--- src/rtl/rfft_seq.sv ---
// rfft_seq: address/control sequencer for an in-place radix-2 FFT over a bank pair.
// Optional RFFT_SEQ_ABORT_EN adds an Abort input that returns a busy sequencer to IDLE.
module rfft_seq #(
   parameter int ADDR_W = 6,
   parameter int STAGES = 7,
   parameter int PE_LAT = 2
) (
   input  logic              Clk,
   input  logic              Reset,
   input  logic              Start,
`ifdef RFFT_SEQ_ABORT_EN
   input  logic              Abort,
`endif
   output logic              Busy,
   output logic              Done,
   output logic [2:0]        Stage,
   output logic              Bypass_n,
   output logic [ADDR_W-1:0] Rd_addr0,
   output logic [ADDR_W-1:0] Rd_addr1,
   output logic              Rd_swap,
   output logic              We,
   output logic [ADDR_W-1:0] Wr_addr0,
   output logic [ADDR_W-1:0] Wr_addr1,
   output logic              Wr_swap,
   output logic [ADDR_W-1:0] Tf_addr
);
   typedef enum logic [2:0] {IDLE, RUN, DRAIN, NEXT, DONE} state_t;
   localparam logic [2:0] LAST = 3'(STAGES - 1);
   localparam logic [ADDR_W-1:0] C_MAX = '1;
   localparam logic [ADDR_W-1:0] D_MAX = ADDR_W'(PE_LAT - 1);
   state_t st, nxt;
   logic [ADDR_W-1:0] c, lo, m, tf;
   logic [2:0] stg;
   logic run, rsw, wsw, kill;
   logic vld [PE_LAT];
   logic sw_d [PE_LAT];
   logic [ADDR_W-1:0] a0_d [PE_LAT];
   logic [ADDR_W-1:0] a1_d [PE_LAT];
`ifdef RFFT_SEQ_ABORT_EN
   assign kill = Abort && st != IDLE;
`else
   assign kill = 1'b0;
`endif
   always_comb begin
      nxt = st;
      case (st)
         IDLE:    nxt = Start ? RUN : IDLE;
         RUN:     nxt = c == C_MAX ? DRAIN : RUN;
         DRAIN:   nxt = c == D_MAX ? (stg == LAST ? DONE : NEXT) : DRAIN;
         NEXT:    nxt = RUN;
         default: nxt = IDLE;
      endcase
   end
   // c counts butterflies in RUN and drain cycles in DRAIN, restarting on every state change
   always_ff @(posedge Clk) begin
      if (Reset || kill) begin
         st <= IDLE;
         c <= '0;
         stg <= '0;
         for (int i = 0; i < PE_LAT; i++) begin
            vld[i] <= 1'b0;
            sw_d[i] <= 1'b0;
            a0_d[i] <= '0;
            a1_d[i] <= '0;
         end
      end else begin
         st <= nxt;
         c <= (nxt != st || st == IDLE) ? '0 : c + 1'b1;
         stg <= nxt == IDLE ? 3'd0 : st == NEXT ? stg + 3'd1 : stg;
         vld[0] <= run;
         sw_d[0] <= run & wsw;
         a0_d[0] <= Rd_addr0;
         a1_d[0] <= Rd_addr1;
         for (int i = 1; i < PE_LAT; i++) begin
            vld[i] <= vld[i-1];
            sw_d[i] <= sw_d[i-1];
            a0_d[i] <= a0_d[i-1];
            a1_d[i] <= a1_d[i-1];
         end
      end
   end
   // lo masks the low ADDR_W-s bits; its complement is the butterfly partner mask
   always_comb begin
      run = st == RUN;
      lo = {ADDR_W{1'b1}} >> stg;
      m = ~lo;
      tf = (c & lo) << stg;
      rsw = |(c & m & ~(m << 1));
      wsw = stg != LAST && |(c & lo & ~(lo >> 1));
   end
   assign Busy = st != IDLE;
   assign Done = st == DONE;
   assign Stage = stg;
   assign Bypass_n = !(stg == LAST && st != IDLE);
   assign Rd_addr0 = run ? c : '0;
   assign Rd_addr1 = run ? c ^ m : '0;
   assign Rd_swap = run & rsw;
   assign Tf_addr = run ? tf : '0;
   assign We = vld[PE_LAT-1];
   assign Wr_swap = sw_d[PE_LAT-1];
   assign Wr_addr0 = a0_d[PE_LAT-1];
   assign Wr_addr1 = a1_d[PE_LAT-1];
endmodule

--- config.mk ---
export PLATFORM = sky130hd
export DESIGN_NAME = rfft_seq
export DESIGN_NICKNAME = d
export VERILOG_FILES = /design/src/rtl/rfft_seq.sv
export SDC_FILE = /design/constraint.sdc
export NUM_CORES = 1
export LEC_CHECK = 0
export CORE_MARGIN = 2
export CORE_UTILIZATION = 62
export CTS_BUF_LIST = sky130_fd_sc_hd__clkbuf_16
export CTS_CLUSTER_SIZE = 24
export DETAILED_ROUTE_END_ITERATION = 6
export DONT_BUFFER_PORTS = 1
export PLACE_DENSITY = 0.78
export SLEW_MARGIN = 20
export SYNTH_ARGS = -nofsm -noshare
export SYNTH_HDL_FRONTEND = slang
export SYNTH_SLANG_ARGS = --single-unit
--- constraint.sdc ---
create_clock -name Clk -period 3.9 [get_ports Clk]
set_clock_uncertainty 0.1 [all_clocks]
set_input_delay 1.17 -clock Clk [delete_from_list [all_inputs] [get_ports Clk]]
set_output_delay 1.17 -clock Clk [all_outputs]
set_load 0.03 [all_outputs]
* Yosys cells after proc, flatten, opt, wreduce, memory -nomap -nowiden
Memory sizes are Yosys's and may differ from the RTL's.
Cells that the tools add are included.
** Storage, ports and cells
- Bits in registers :: 12
- Bits in writable memories :: 28
- Input port bits :: 3
- Output and inout port bits :: 39
- Memories :: 4
** Operators by class
- $add $sub $neg :: 2
- Equality and inequality tests :: 9
- Shift-type cells :: 2
- Mux-type cells :: 19
- Bitwise logic cells :: 18
- Reduce and logical (&&, ||, !) cells :: 11
** Memory list
- a0_d :: words 2, bits a word 6, rd ports 2, clocked after Yosys merged registers in 0, write ports 2, line 37 : logic [ADDR_W-1:0] a0_d [PE_LAT];
- a1_d :: words 2, bits a word 6, rd ports 2, clocked after Yosys merged registers in 0, write ports 2, line 38 : logic [ADDR_W-1:0] a1_d [PE_LAT];
- sw_d :: words 2, bits a word 1, rd ports 2, clocked after Yosys merged registers in 0, write ports 2, line 36 : logic sw_d [PE_LAT];
- vld :: words 2, bits a word 1, rd ports 2, clocked after Yosys merged registers in 0, write ports 2, line 35 : logic vld [PE_LAT];
** Operator list (number)
- 6-bit 2-to-1 mux :: 7
- 6-bit bitwise AND :: 4
- 6-bit inverter :: 2
- 3-bit case mux with 4 select lines :: 1
- 6-bit OR reduction :: 2
- 1-bit 2-to-1 mux :: 8
- 1-bit OR :: 8
- 6-bit by 1-bit adder with 6-bit output (second input constant) :: 1
- 3-bit by 2-bit equality test with 1-bit output (second input constant) :: 2
- 3-bit equality test (second input constant) :: 2
- 6-bit by 1-bit equality test with 1-bit output (second input constant) :: 1
- 6-bit equality test (second input constant) :: 1
- 3-bit logical NOT :: 2
- 3-bit 2-to-1 mux :: 2
- 5-bit inverter with 6-bit output :: 1
- 6-bit by 3-bit << shifter with 6-bit output :: 1
- 6-bit by 3-bit right shift with 6-bit output (first input constant) :: 1
- 6-bit bitwise XOR :: 1
- 2-bit OR reduction :: 2
- 3-bit by 1-bit adder with 3-bit output (second input constant) :: 1
- 3-bit by 1-bit equality test with 1-bit output (second input constant) :: 1
- 3-bit inequality test :: 1
- 3-bit inequality test (second input constant) :: 1
- 3-bit nonzero test :: 1
- 5 further kinds :: 7

* Logic depth before layout (Yosys ltp)
- Word-level depth :: 7
- Mapped depth :: 9
- Gate-level depth less buffers :: 8

* Worst setup path before layout
OpenSTA, ideal clock, no wires.
- Path type :: reg2out
- Start point :: reg stg[0], in the netlist Stage[0]
- End point :: out Tf_addr[3]
- Data arrival time :: 2.615 ns
- Data required time :: 2.630 ns
- Setup slack :: 0.015 ns
- Cell stages (with the launch flop) :: 8
- Buffers on the path :: 1
- Path through :: dfxtp_1 -> buf_2 -> inv_1 -> ha_1 -> nand2b_1 -> ha_1 -> mux2i_1 -> a2111oi_1
** Between the ends
- Cells in the longest elaborated chain, start to end :: 4
** RTL lines
- start, declared :: line 33 : logic [2:0] stg;
- start signal, assigned :: line 69 : stg <= nxt == IDLE ? 3'd0 : st == NEXT ? stg + 3'd1 : stg;
- 6-bit by 3-bit right shift with 6-bit output :: line 85 : lo = {ADDR_W{1'b1}} >> stg;
- 6-bit bitwise AND :: line 87 : tf = (c & lo) << stg;
- 6-bit by 3-bit << shifter with 6-bit output * :: line 87
- 6-bit 2-to-1 mux * :: line 98 : assign Tf_addr = run ? tf : '0;
- end, declared :: line 25 : output logic [ADDR_W-1:0] Tf_addr
Mark *: on every way between the ends. The rest lies on a longest branch, timed or not.

* Final worst setup path
- Start point :: reg stg[0], in the netlist Stage[0]
- End point :: out Tf_addr[5]
Same word-level chain as after synthesis.

==> qor.txt <==
Port Buf Inserts -> 0
commonest cells after routing, fill and taps aside -> 40 x dfxtp_1, 22 x nor2_1, 17 x ha_1
final critical-path share of the clock period -> 95.4%
clk slew on worst S/H paths -> 60 ps
worst-case clock buffer depth -> 2
DPL Wire Length -> 2690 um
number of synthesized flops with an enable pin -> 0
area grow syn2layout -> 7.55%
setup_tns -> 0 ps
ant diodes -> 0
detailed-route DRC error count -> 0
first-pass detailed-route iteration total -> 4
H-tree levels -> 2
All-Layer GR Usage -> 22.4%
Initial Utilization -> 65.7%
Routed Antenna Nets -> 0
row count -> 20
Core Util, Final -> 70.7%
gr ovfl total -> 0
area of the multi-input gates -> 1030 sq um
initial drt markers -> 88
largest net degree at the start of global routing -> 20
Top delay family on crit path -> adder cells
sequential element share of the synthesized area -> 39.6%
Worst path slowest cell -> dfxtp_1
core area -> 3080 sq um
endpoint class of the critical path -> output pin
Syn Area/Cell -> 9.50 sq um
min-delay worst type -> reg -> reg
CTS root buf -> clkbuf_16
routed via count -> 1372
Critical Path Max Stage Delay -> 530 ps
number of library cell types mapped by synthesis -> 47
hold-fix buffers at CTS -> 0
total power divided by cell area -> 413 nW/um^2
Final nets -> 229
RSZ-0062 raised after global routing -> false
Max VDD drop -> 0.287 mV
PnR worst setup slack -> 181 ps
vias in the first global route -> 1257
Die ar. -> 3740 sq um
CTS tree -> built
WL final -> 3660 um
Syn Nets -> 233
Die W -> 61.1 um
post_cts resized -> 0
Max Cap Violations -> 0
ys async rst share -> 0%
Rel. slew slack -> 59.9%
flops & latches, synth -> 40
commonest non-fill, non-tap cell in the layout -> dfxtp_1
status -> finished clean
RePlAce Congestion -> 0.837
Arr. time, crit path -> 2450 ps
worst endpoint required time -> 2630 ps
# setup viols final -> 0
Slew Limit Fails -> 0
worst-skew pair later-pin latency -> 280 ps
Crit Path Category -> reg -> out
DP Worst Slack -> 518 ps
maximum clock rate -> 269 MHz
Fillers -> 230
first-pass GRT wire length -> 6050 um
Final Critical Period -> 3720 ps
initial antenna violation count -> 0
Die H -> 61.1 um
Via density -> 5.40
DR WL/cell -> 14.4 um
post-CTS setup buffer count -> 0
Num CTS Buffers -> 5
Pleak -> 0.888 nW
Synth Cell Area -> 2020 sq um
Worst Path Max Fanout -> 5
CP Buf/Inv Count -> 1
Ys Warns -> 0
Slew @ Worst Pin -> 600 ps
critical path launch point type -> flip-flop
share of layout cells above drive strength 1 -> 17.6%
Post-Synthesis Cells -> 213
final hold violations -> 0
TritonCTS Sinks -> 40
worst-path cell chain -> inv_1, ha_1, nand2b_1, ha_1, mux2i_1, a21oi_1, a21oi_1, a211oi_2
top_reg_cell synth -> dfxtp_1
I/O Pins -> 42
Register Area -> 801 sq um
-- metrics by stage --
stage	hold WS (ps)	power, mW	instances	cell area, sq um
2_1_floorplan	314	0.453	213	2020
6_report	333	0.899	254	2180
5_1_grt	344	0.925	254	2180
4_1_cts	334	0.906	254	2180
3_5_place_dp	320	0.456	246	2010
3_3_place_gp	315	0.455	246	2010
-- flip-flops by register name, summed over array words and instances (netlist names) --
register / flops
Stage: 3
a0_d: 12
a1_d: 12
c: 6
st: 3
sw_d: 2
vld: 2
-- power breakdown --
| group | leakage (nW) | internal [mW] | switching (mW) | total (mW) |
|---|---|---|---|---|
| registers | 0.323 | 0.412 | 0.00513 | 0.417 |
| logic | 0.485 | 0.0102 | 0.0200 | 0.0302 |
| clock network | 0.0798 | 0.300 | 0.152 | 0.452 |
| total | 0.888 | 0.722 | 0.177 | 0.899 |
-- synth_stat cells (3+ instances only) --
cell type | count | area [sq um]
xnor2_1 | 4 | 35.0
inv_1 | 11 | 41.3
nand2b_1 | 3 | 18.8
mux2i_1 | 6 | 60.1
buf_2 | 3 | 15.0
a31oi_1 | 3 | 18.8
and2_1 | 6 | 37.5
a21oi_1 | 6 | 30.0
dfxtp_1 | 40 | 801
nand3_1 | 5 | 25.0
nor2b_1 | 15 | 93.8
nand2_1 | 9 | 33.8
buf_4 | 13 | 97.6
ha_1 | 17 | 213
and2_2 | 8 | 60.1
nor2_1 | 22 | 82.6
nor3_2 | 3 | 30.0
nor3_1 | 4 | 20.0
-- logic make-up after synthesis --
group | Yosys count | share of synthesized area, %
multiplexers | 7 | 3.53
AND/OR/NAND/NOR | 89 | 25.8
flip-flops | 40 | 39.6
XOR/XNOR | 5 | 2.16
buffers and inverters | 33 | 9.71
AO/OA/AOI/OAI | 22 | 8.72
adder cells (fa/ha/maj) | 17 | 10.5
-- final timing paths --
path,end,from,depth (start not counted),slack [ps]
setup reg to reg,sw_d[0][0]$_SDFF_PP0_,Stage[0]$_SDFFE_PP0N_,8,1840
setup / recovery,Tf_addr[5],Stage[0]$_SDFFE_PP0N_,8,180
hold / removal,a1_d[0][8]$_SDFF_PP0_,a1_d[0][2]$_SDFF_PP0_,1,330
hold reg to reg,a1_d[0][8]$_SDFF_PP0_,a1_d[0][2]$_SDFF_PP0_,1,330
-- metal layers --
metal | up-vias | track usage [%] | routed length [um]
met5 | - | 0 | 0
met2 | 56 | 35.9 | 1730
met4 | 0 | 9.01 | 46
met1 | 622 | 27.7 | 1620
met3 | 5 | 7.77 | 260
li1 | 689 | - | -
-- area by class of cell --
| class | instances | area share, % |
|---|---|---|
| clock buffer | 5 | 5.75 |
| tap | 44 | 2.53 |
| clock inverter | 3 | 1.96 |
| multi-input combinational | 140 | 47.4 |
| inverter | 13 | 2.47 |
| timing repair buffer | 9 | 3.11 |
| sequential | 40 | 36.8 |
No activity file was read; power rests on OpenSTA's default activity.
